$ cat src/rtl/fifo_uart_tx.sv
// fifo_uart_tx: drains a byte FIFO and serialises each byte as a UART frame
// (start bit, data LSB-first, optional parity bit, stop bit).
// All outputs are registered. Each register loads a next-state value that the
// combinational block computes, so no input reaches an output combinationally.
module fifo_uart_tx #(
    parameter int DATA_W       = 8,
    parameter int CLKS_PER_BIT = 16,
    parameter int PARITY_EN    = 0,
    parameter int PARITY_ODD   = 0
) (
    input  logic              clk,
    input  logic              rst,
    input  logic              tx_en,
    input  logic              buf_empty,
    input  logic [DATA_W-1:0] buf_out,
    output logic              rd_en,
    output logic              tx,
    output logic              tx_busy,
    output logic              tx_done,
    output logic [15:0]       frame_count
);

    localparam int BAUD_W = (CLKS_PER_BIT > 1) ? $clog2(CLKS_PER_BIT) : 1;
    localparam int BIT_W  = (DATA_W > 1) ? $clog2(DATA_W) : 1;
    localparam logic [BAUD_W-1:0] BAUD_LAST = BAUD_W'(CLKS_PER_BIT - 1);
    localparam logic [BAUD_W-1:0] BAUD_ONE  = BAUD_W'(1);
    localparam logic [BIT_W-1:0]  BIT_LAST  = BIT_W'(DATA_W - 1);
    localparam logic [BIT_W-1:0]  BIT_ONE   = BIT_W'(1);
    localparam bit HAS_PARITY = (PARITY_EN != 0);
    localparam bit ODD_PARITY = (PARITY_ODD != 0);

    typedef enum logic [2:0] {
        ST_IDLE   = 3'd0,
        ST_FETCH  = 3'd1,
        ST_LOAD   = 3'd2,
        ST_START  = 3'd3,
        ST_DATA   = 3'd4,
        ST_PARITY = 3'd5,
        ST_STOP   = 3'd6
    } state_t;

    // Parity bit for a data word: even parity makes the total count of ones even.
    function automatic logic parity_bit(input logic [DATA_W-1:0] data, input logic odd);
        return (^data) ^ odd;
    endfunction

    state_t              state_r, state_nxt_s;
    logic [BAUD_W-1:0]   baud_r, baud_nxt_s;
    logic [BIT_W-1:0]    bit_r, bit_nxt_s;
    logic [DATA_W-1:0]   shift_r, shift_nxt_s;
    logic                par_r, par_nxt_s;
    logic                tx_r, tx_nxt_s;
    logic                rd_en_r, rd_en_nxt_s;
    logic                busy_r, busy_nxt_s;
    logic                done_r, done_nxt_s;
    logic [15:0]         count_r, count_nxt_s;
    logic                baud_end_s;

    assign baud_end_s  = (baud_r == BAUD_LAST);
    assign rd_en       = rd_en_r;
    assign tx          = tx_r;
    assign tx_busy     = busy_r;
    assign tx_done     = done_r;
    assign frame_count = count_r;

    // Next-state, next-output and datapath computation for the frame sequencer.
    always_comb begin
        state_nxt_s = state_r;
        baud_nxt_s  = {BAUD_W{1'b0}};
        bit_nxt_s   = bit_r;
        shift_nxt_s = shift_r;
        par_nxt_s   = par_r;
        tx_nxt_s    = 1'b1;
        done_nxt_s  = 1'b0;
        count_nxt_s = count_r;
        case (state_r)
            ST_IDLE: begin
                bit_nxt_s = {BIT_W{1'b0}};
                if (tx_en && !buf_empty) begin
                    state_nxt_s = ST_FETCH;
                end else begin
                    state_nxt_s = ST_IDLE;
                end
            end
            ST_FETCH: begin
                state_nxt_s = ST_LOAD;
            end
            ST_LOAD: begin
                // FIFO read data is valid now, one cycle after the pop strobe.
                shift_nxt_s = buf_out;
                par_nxt_s   = parity_bit(buf_out, ODD_PARITY);
                tx_nxt_s    = 1'b0;
                state_nxt_s = ST_START;
            end
            ST_START: begin
                tx_nxt_s = 1'b0;
                if (baud_end_s) begin
                    state_nxt_s = ST_DATA;
                    tx_nxt_s    = shift_r[0];
                end else begin
                    baud_nxt_s = baud_r + BAUD_ONE;
                end
            end
            ST_DATA: begin
                tx_nxt_s = shift_r[0];
                if (baud_end_s) begin
                    if (bit_r == BIT_LAST) begin
                        bit_nxt_s = {BIT_W{1'b0}};
                        if (HAS_PARITY) begin
                            state_nxt_s = ST_PARITY;
                            tx_nxt_s    = par_r;
                        end else begin
                            state_nxt_s = ST_STOP;
                            tx_nxt_s    = 1'b1;
                        end
                    end else begin
                        bit_nxt_s   = bit_r + BIT_ONE;
                        shift_nxt_s = shift_r >> 1;
                        tx_nxt_s    = shift_nxt_s[0];
                    end
                end else begin
                    baud_nxt_s = baud_r + BAUD_ONE;
                end
            end
            ST_PARITY: begin
                tx_nxt_s = par_r;
                if (baud_end_s) begin
                    state_nxt_s = ST_STOP;
                    tx_nxt_s    = 1'b1;
                end else begin
                    baud_nxt_s = baud_r + BAUD_ONE;
                end
            end
            ST_STOP: begin
                tx_nxt_s = 1'b1;
                if (baud_end_s) begin
                    state_nxt_s = ST_IDLE;
                    done_nxt_s  = 1'b1;
                    count_nxt_s = count_r + 16'd1;
                end else begin
                    baud_nxt_s = baud_r + BAUD_ONE;
                end
            end
            default: begin
                state_nxt_s = ST_IDLE;
            end
        endcase
        rd_en_nxt_s = (state_nxt_s == ST_FETCH);
        busy_nxt_s  = (state_nxt_s != ST_IDLE);
    end

    // State, datapath and registered outputs; async reset abandons any frame in flight.
    always_ff @(posedge clk or negedge rst) begin
        if (!rst) begin
            state_r <= ST_IDLE;
            baud_r  <= {BAUD_W{1'b0}};
            bit_r   <= {BIT_W{1'b0}};
            shift_r <= {DATA_W{1'b0}};
            par_r   <= 1'b0;
            tx_r    <= 1'b1;
            rd_en_r <= 1'b0;
            busy_r  <= 1'b0;
            done_r  <= 1'b0;
            count_r <= 16'd0;
        end else begin
            state_r <= state_nxt_s;
            baud_r  <= baud_nxt_s;
            bit_r   <= bit_nxt_s;
            shift_r <= shift_nxt_s;
            par_r   <= par_nxt_s;
            tx_r    <= tx_nxt_s;
            rd_en_r <= rd_en_nxt_s;
            busy_r  <= busy_nxt_s;
            done_r  <= done_nxt_s;
            count_r <= count_nxt_s;
        end
    end

endmodule

$ cat config.mk
export PLATFORM = sky130hd
export DESIGN_NAME = fifo_uart_tx
export DESIGN_NICKNAME = d
export VERILOG_FILES = /design/src/rtl/fifo_uart_tx.sv
export SDC_FILE = /design/constraint.sdc
export NUM_CORES = 1
export LEC_CHECK = 0
export ABC_AREA = 0
export CELL_PAD_IN_SITES_DETAIL_PLACEMENT = 1
export CELL_PAD_IN_SITES_GLOBAL_PLACEMENT = 1
export CORE_UTILIZATION = 44
export CTS_CLUSTER_DIAMETER = 30
export DETAILED_ROUTE_END_ITERATION = 8
export DONT_BUFFER_PORTS = 1
export GPL_TIMING_DRIVEN = 1
export PLACE_DENSITY_LB_ADDON = 0.05
export RECOVER_POWER = 50
export SYNTH_ARGS = -nofsm -noshare
export SYNTH_HDL_FRONTEND = slang
export SYNTH_SLANG_ARGS = --single-unit
$ cat constraint.sdc
create_clock -name clk -period 2.1 [get_ports clk]
set_clock_uncertainty 0.1 [all_clocks]
set_input_delay 0.525 -clock clk [delete_from_list [all_inputs] [get_ports clk]]
set_output_delay 0.525 -clock clk [all_outputs]
set_load 0.01 [all_outputs]
==> out/summary.json, run 1 <==
{
  "logic_synthesis": {
    "synthArstFlopShare_pct": 100,
    "top_cells_by_area_synth": "dfrtp_1 (50%), xnor2_1 (11%), mux2_2 (8.2%)",
    "netlist_area_mm2": 0.00191,
    "ys_dominant_reg_cell": "dfrtp_1",
    "dominant_cell_by_count_in_the_synthesized_netlist": "dfrtp_1",
    "syn-mean-instance-area_um2": 11.5,
    "synth_cell_type_count": 42,
    "netlist.area_leader.share_pct": 49.7,
    "synth_top_cells_by_count": "dfrtp_1 (38), xnor2_1 (23), mux2_2 (14), nand2_1 (10)",
    "number_of_warning_messages_in_the_yosys_log": 0,
    "syn_inst": 167,
    "ys_seq_elements": 39,
    "synth-edff-count": 0,
    "yosysTopAreaCell": "dfrtp_1",
    "mappedNetlistNets": 183,
    "synth_seq_area_share_pct": 51.1
  },
  "layout": {
    "drive_above_1_share_pct": 21.8,
    "n_antenna_cell": 0,
    "flow.area_growth_from_synthesis_pct": 12.0,
    "final_nets": 195
  },
  "setup_path": {
    "timing.critical_path.to_type": "flop",
    "timing.critical_path.fanout_max": 8,
    "timing.critical_path.slowest_stage_cell": "dfrtp_1",
    "critPathMaxStageDelay_ps": 420,
    "data_required_time_at_the_worst_endpoint_ps": 2180,
    "startpoint_type": "flop",
    "critical_path_buffer_and_inverter_count": 1,
    "timing.critical_path.cells": "ha_1 -> ha_1 -> or3_4 -> a21oi_4 -> buf_12 -> mux2_2",
    "worst-setup-path-type": "reg2reg",
    "crit_top_cell": "ha_1",
    "cp_top_family": "flip-flops",
    "worst_ep_arrival_time_ps": 2130
  },
  "grt": {
    "grt_overflow_total": 0,
    "pin_count_of_the_biggest_net_entering_global_routing": 40,
    "antenna_found_initial": 0,
    "total_global_route_track_usage_pct": 19.8,
    "first_pass_grt_wire_length_um": 6580,
    "via_count_of_the_first_global_routing_pass": 1381
  },
  "die": {
    "dieArea_mm2": 0.00462,
    "cell_rows": 23,
    "chipWidth_um": 67.9,
    "coreArea_mm2": 0.00409,
    "effective_utilization_at_floorplan_pct": 46.8,
    "chipHeight_um": 67.9,
    "design.portCount": 32
  },
  "timing": {
    "final_period_minus_worst_setup_slack_ps": 2060,
    "clock.fmax_ghz": 0.486,
    "worst-slew-pin-transition_ps": 956,
    "timing.hold.ws_ps": 337,
    "slew_viol_final": 0,
    "rsz0062_at_grt": "yes",
    "setup_violations": 0,
    "final-hold-violation-count": 0,
    "final_critical_path_share_of_the_clock_period_pct": 98.0,
    "maxSlewHeadroom_pct": 36.3,
    "fin_tns_setup_ps": 0
  },
  "route": {
    "wirelength_met1_um": 1760,
    "via_count": 1318,
    "routedWlPerCell_um": 17.6,
    "met2_wirelength_um": 2090,
    "postRouteAntennaNets": 0,
    "detail_route.wirelength_um": 4030,
    "via_per_inst": 5.76,
    "detailedRoute.firstPassIterationCount": 4,
    "drc_violation_count_after_routing": 0,
    "drt_first_iter_violations": 47,
    "detailroute.wirelength.met3_um": 133,
    "top_layer_used": "met4"
  },
  "power": {
    "power.switching_mw": 0.294,
    "share_comb_of_total_power_pct": 5.1,
    "worst_ir_drop_vdd_mv": 0.380,
    "p_sw_share_pct": 21.8,
    "clock_power_share_pct": 37.6,
    "leakage_power_of_the_design_nw": 0.943,
    "internal_power_mw": 1.06,
    "power_density_mw_per_mm2": 631,
    "power.share.sequential_pct": 57.4
  },
  "cts": {
    "ctsRootBufferMaster": "clkbuf_8",
    "cts_num_sinks": 39,
    "cts-buffers-inserted": 5,
    "clock_tree.buffer_depth": 2,
    "number_of_h_tree_levels": 2,
    "cts_tree": "yes",
    "cts.clk_slew.worst_paths_ps": 70,
    "clock_latency_ps": 290
  },
  "hold_path": {
    "min_path_type": "in2reg"
  },
  "place": {
    "port_buffers": 0,
    "detailedPlacementHpwl_um": 2920,
    "gpl.final_weighted_congestion": 0.757
  },
  "run": {
    "max_capacitance_violation_count": 0
  },
  "run_status": {
    "outcome": "completed"
  }
}
repair_timing:
action / CTS / global route
pin swaps: 1 / 1
gates cloned: 0 / 0
endpoints found under the setup margin: 1 / 8
hold buffers: 2 / 0
buffers inserted: 0 / 2
gates resized for setup: 0 / 3
endpoints found under the hold margin: 39 / 0
per-stage QoR:
stage               cells  instance area (µm²)  total power [mW]  setup WS [ps]  utilization (%)
finish                229                 2140              1.35           41.8             52.4
global route          229                 2140              1.41          -7.70             52.4
CTS                   227                 2120              1.37           17.5             51.9
detailed placement    218                 2000             0.842           6.42             49.0
global placement      218                 2000             0.839           65.2             49.0
floorplan             167                 1910             0.831           99.5                -
power by group through the flow:
stage | Combinational [mW] | Clock, mW | Sequential (mW)
6_report | 0.0683 | 0.508 | 0.776
5_1_grt | 0.0786 | 0.556 | 0.778
4_1_cts | 0.0735 | 0.525 | 0.775
3_5_place_dp | 0.0516 | 0 | 0.791
3_3_place_gp | 0.0496 | 0 | 0.789
2_1_floorplan | 0.0438 | 0 | 0.787
worst reg2reg max path, delay by kind of cell, from the launching register on:
kind                       cells  cell delay [ps]
buffers and inverters          1              140
adders and majority gates      2              410
muxes                          1              330
DFF                            1              420
and+or+nand+nor                1              380
AOI/OAI and AO/OA              1              180
placed cells by master, fill, tap and decap left out, types with 2 or more instances in the layout:
cell type / count
a21o_1: 2
a21oi_1: 4
a22oi_1: 2
and3_1: 3
and4_1: 2
buf_4: 8
clkbuf_8: 6
dfrtp_1: 38
ha_1: 4
mux2_2: 11
mux2_4: 3
mux2i_1: 2
nand2_1: 10
nand2b_1: 2
nand3_1: 6
nand4_1: 8
nor2_1: 4
nor2b_1: 2
nor3_1: 4
nor4_1: 2
o21ai_0: 8
xnor2_1: 23
final cells by class:
type,instances,area [µm²]
fillers,454,1940
flip-flops and latches,39,977
multi-input cells,120,913
repair buffers,11,95.1
clock buffers,6,82.6
well taps,50,62.6
inverters,2,7.51
clock inverters,1,5.00
registers in the layout (all words and copies together), names as in the netlist:
name / count
tx_done: 1
tx: 1
baud_r: 4
bit_r: 3
shift_r: 8
rd_en: 1
tx_busy: 1
frame_count: 16
state_r: 3
par_r: 1
cells by family (layout without fill, tap and decap cells):
| kind of cell | after synthesis | in the layout | share of synthesized area (%) |
|---|---|---|---|
| muxes | 16 | 16 | 9.29 |
| xor gates and xnor gates | 24 | 24 | 11.0 |
| buffers and inverters | 8 | 20 | 1.77 |
| and+or+nand+nor | 52 | 52 | 15.8 |
| DFF | 39 | 39 | 51.1 |
| adders and majority gates | 4 | 4 | 2.62 |
| AOI/OAI and AO/OA | 24 | 24 | 8.50 |
final timing paths:
kind                            startpoint  cells after the start  slack, ps               to
worst max-delay path              bit_r[0]                      6         40       shift_r[4]
worst min-delay path                 tx_en                      2        340            rd_en
worst max register to register    bit_r[0]                      6         40       shift_r[4]
worst min register to register   baud_r[0]                      1        410        baud_r[0]
max in group asynchronous              rst                      2        480       shift_r[0]
min in group asynchronous              rst                      2        820  frame_count[11]
per-layer routing:
metal	track usage (%)	vias up
met2	33.6	20
met4	6.25	0
li1	-	620
met5	0	-
met3	5.83	6
met1	23.8	672
Note: power is estimated with default switching activity, not from simulation.
==> run 2, diff against run 1 <==
- CTS_CLUSTER_SIZE: default -> 25
==> results of run 2 <==
Same layout as run 1: the final DEF is identical, and so are final timing and power.
==> run 3, diff against run 2 <==
- CORE_UTILIZATION: 44 -> 49
- clock period: 2.1 -> 2.2 ns (I/O delays scaled with it)
==> out/summary.json, run 3 (same netlist as run 1, synthesis figures left out) <==
{
  "route": {
    "detailedRoute.firstPassIterationCount": {"value": 2, "change": "was 4"},
    "via_per_inst": {"value": 5.72, "change": "was 5.76"},
    "detail_route.wirelength": {"value": 3970, "unit": "µm", "change": "was 4030 µm"},
    "drc_violation_count_after_routing": {"value": 0, "change": "unchanged"},
    "postRouteAntennaNets": {"value": 0, "change": "unchanged"},
    "drt_first_iter_violations": {"value": 49, "change": "was 47"},
    "routedWlPerCell": {"value": 17.7, "unit": "µm", "change": "was 17.6 µm"},
    "via_count": {"value": 1282, "change": "was 1318"}
  },
  "layout": {
    "max_reg_flops": {"value": 16, "change": "unchanged"},
    "final_cell_mix": {"value": "dfrtp_1 (38), xnor2_1 (23), mux2_2 (14)", "change": "was dfrtp_1 (38), xnor2_1 (23), mux2_2 (11)"},
    "flow.area_growth_from_synthesis": {"value": 9.48, "unit": "%", "change": "was 12.0%"},
    "seqCellArea": {"value": 977, "unit": "µm²", "change": "unchanged"},
    "n_antenna_cell": {"value": 0, "change": "unchanged"},
    "drive_above_1_share": {"value": 20.5, "unit": "%", "change": "was 21.8%"},
    "multi_input_comb_area": {"value": 902, "unit": "µm²", "change": "was 913 µm²"},
    "final_nets": {"value": 192, "change": "was 195"},
    "most_common_cell_after_layout_fill_and_taps_aside": {"value": "dfrtp_1", "change": "unchanged"},
    "fillCellCount": {"value": 410, "change": "was 454"},
    "stdcell_count": {"value": 224, "change": "was 229"}
  },
  "timing": {
    "final_period_minus_worst_setup_slack": {"value": 2100, "unit": "ps", "change": "was 2060 ps"},
    "slew_viol_final": {"value": 0, "change": "unchanged"},
    "rsz0062_at_grt": {"value": "no", "change": "was yes"},
    "fin_tns_setup": {"value": 0, "unit": "ps", "change": "unchanged"},
    "setup_violations": {"value": 0, "change": "unchanged"},
    "final_critical_path_share_of_the_clock_period": {"value": 95.7, "unit": "%", "change": "was 98.0%"},
    "final-hold-violation-count": {"value": 0, "change": "unchanged"},
    "clock.fmax": {"value": 0.475, "unit": "GHz", "change": "was 0.486 GHz"},
    "worst-slew-pin-transition": {"value": 969, "unit": "ps", "change": "was 956 ps"},
    "maxSlewHeadroom": {"value": 35.4, "unit": "%", "change": "was 36.3%"}
  },
  "grt": {
    "via_count_of_the_first_global_routing_pass": {"value": 1433, "change": "was 1381"},
    "pin_count_of_the_biggest_net_entering_global_routing": {"value": 40, "change": "unchanged"},
    "antenna_found_initial": {"value": 0, "change": "unchanged"},
    "total_global_route_track_usage": {"value": 22.0, "unit": "%", "change": "was 19.8%"},
    "grt_overflow_total": {"value": 0, "change": "unchanged"},
    "first_pass_grt_wire_length": {"value": 6830, "unit": "µm", "change": "was 6580 µm"}
  },
  "setup_path": {
    "worstSetupStartpoint": {"value": "bit_r[0]", "change": "unchanged"},
    "startpoint_type": {"value": "flop", "change": "unchanged"},
    "terminus_of_the_critical_flop_to_flop_path": {"value": "shift_r[4]", "change": "unchanged"},
    "data_required_time_at_the_worst_endpoint": {"value": 2270, "unit": "ps", "change": "was 2180 ps"},
    "r2r_slack": {"value": 100, "unit": "ps", "change": "was 40 ps"},
    "worst_ep_arrival_time": {"value": 2180, "unit": "ps", "change": "was 2130 ps"},
    "r2r_start": {"value": "bit_r[0]", "change": "unchanged"},
    "worst-setup-path-type": {"value": "reg2reg", "change": "unchanged"},
    "r2r_cells": {"value": 5, "change": "was 6"},
    "timing.critical_path.fanout_max": {"value": 8, "change": "unchanged"},
    "timing.critical_path.to_type": {"value": "flop", "change": "unchanged"}
  },
  "hold_path": {
    "origin_of_the_worst_min_delay_path": {"value": "tx_en", "change": "unchanged"},
    "min_path_type": {"value": "in2reg", "change": "unchanged"},
    "min_delay_path_depth": {"value": 2, "change": "unchanged"},
    "worst_case_hold_path_end_point": {"value": "rd_en", "change": "unchanged"}
  },
  "cts": {
    "cts.clk_slew.worst_paths": {"value": 70, "unit": "ps", "change": "about the same"},
    "cts-buffers-inserted": {"value": 5, "change": "unchanged"},
    "clock_latency": {"value": 290, "unit": "ps", "change": "about the same"},
    "clock_tree.buffer_depth": {"value": 2, "change": "unchanged"},
    "ctsRootBufferMaster": {"value": "clkbuf_8", "change": "unchanged"},
    "cts_num_sinks": {"value": 39, "change": "unchanged"},
    "number_of_h_tree_levels": {"value": 2, "change": "unchanged"},
    "ctsResizeCount": {"value": 0, "change": "unchanged"},
    "cts_tree": {"value": "yes", "change": "unchanged"}
  },
  "die": {
    "design.portCount": {"value": 32, "change": "unchanged"},
    "chipWidth": {"value": 64.5, "unit": "µm", "change": "was 67.9 µm"},
    "cell_rows": {"value": 22, "change": "was 23"},
    "chipHeight": {"value": 64.5, "unit": "µm", "change": "was 67.9 µm"},
    "effective_utilization_at_floorplan": {"value": 51.5, "unit": "%", "change": "was 46.8%"},
    "dieArea": {"value": 0.00416, "unit": "mm²", "change": "was 0.00462 mm²"},
    "coreArea": {"value": 0.00372, "unit": "mm²", "change": "was 0.00409 mm²"}
  },
  "power": {
    "worst_ir_drop_vdd": {"value": 0.336, "unit": "mV", "change": "was 0.380 mV"},
    "leakage_power_of_the_design": {"value": 0.908, "unit": "nW", "change": "was 0.943 nW"},
    "power_density": {"value": 617, "unit": "mW/mm²", "change": "was 631 mW/mm²"}
  },
  "place": {
    "port_buffers": {"value": 0, "change": "unchanged"},
    "gpl.final_weighted_congestion": {"value": 0.744, "change": "was 0.757"},
    "placed_cells_incl_taps": {"value": 214, "change": "was 218"},
    "detailedPlacementHpwl": {"value": 2730, "unit": "µm", "change": "was 2920 µm"}
  },
  "run": {
    "max_capacitance_violation_count": {"value": 0, "change": "unchanged"}
  },
  "run_status": {
    "outcome": {"value": "completed", "change": "unchanged"}
  }
}
[run 3: worst max-delay path by stage]
stage,to,slack [ps],cells past startpoint
floorplan,shift_r[1],200,5
global placement,shift_r[3],130,5
detailed placement,shift_r[7],70,5
CTS,shift_r[4],50,5
global route,shift_r[5],10,5
finish,shift_r[4],100,5
[run 3: cell type report]
class	instances	area share (%)
timing repair buffer	8	2.87
sequential	39	46.7
multi-input combinational	120	43.1
tap	48	2.87
clock inverter	1	0.239
clock buffer	6	3.94
inverter	2	0.358
[run 3: timing repair]
item	CTS	global route
endpoints found under the setup margin	0	7
setup buffers	0	1
hold buffers	2	0
endpoints found under the hold margin	39	0
[run 3: stage by stage]
step | power [mW] | hold slack (ps) | utilization, % | setup WS (ps) | cell area (µm²)
finish | 1.29 | 350 | 56.4 | 95.3 | 2090
global route | 1.34 | 357 | 56.4 | 9.61 | 2090
CTS | 1.31 | 346 | 56.6 | 52.7 | 2100
detailed placement | 0.802 | 155 | 53.4 | 71.1 | 1980
global placement | 0.800 | 155 | 53.4 | 131 | 1980
floorplan | 0.793 | 154 | - | 200 | 1910
[run 3: power by group]
group	switching [mW]	leakage, nW	internal (mW)
logic	0.0336	0.371	0.0298
clock network	0.241	0.0470	0.246
registers	0.00918	0.490	0.732
[run 3: routing by layer]
| layer | up-vias | routed length [µm] | GRT usage, % |
|---|---|---|---|
| li1 | 613 | - | - |
| met1 | 636 | 1800 | 28.3 |
| met2 | 28 | 1970 | 35.9 |
| met3 | 5 | 152 | 5.11 |
| met4 | 0 | 38 | 8.33 |
| met5 | - | 0 | 0 |
[run 3: worst max-delay path, cell delays in order (launching register included)]
cell,delay (ps)
dfrtp_1,400
ha_1,200
ha_1,220
or3_4,390
a21oi_4,290
mux2_2,380
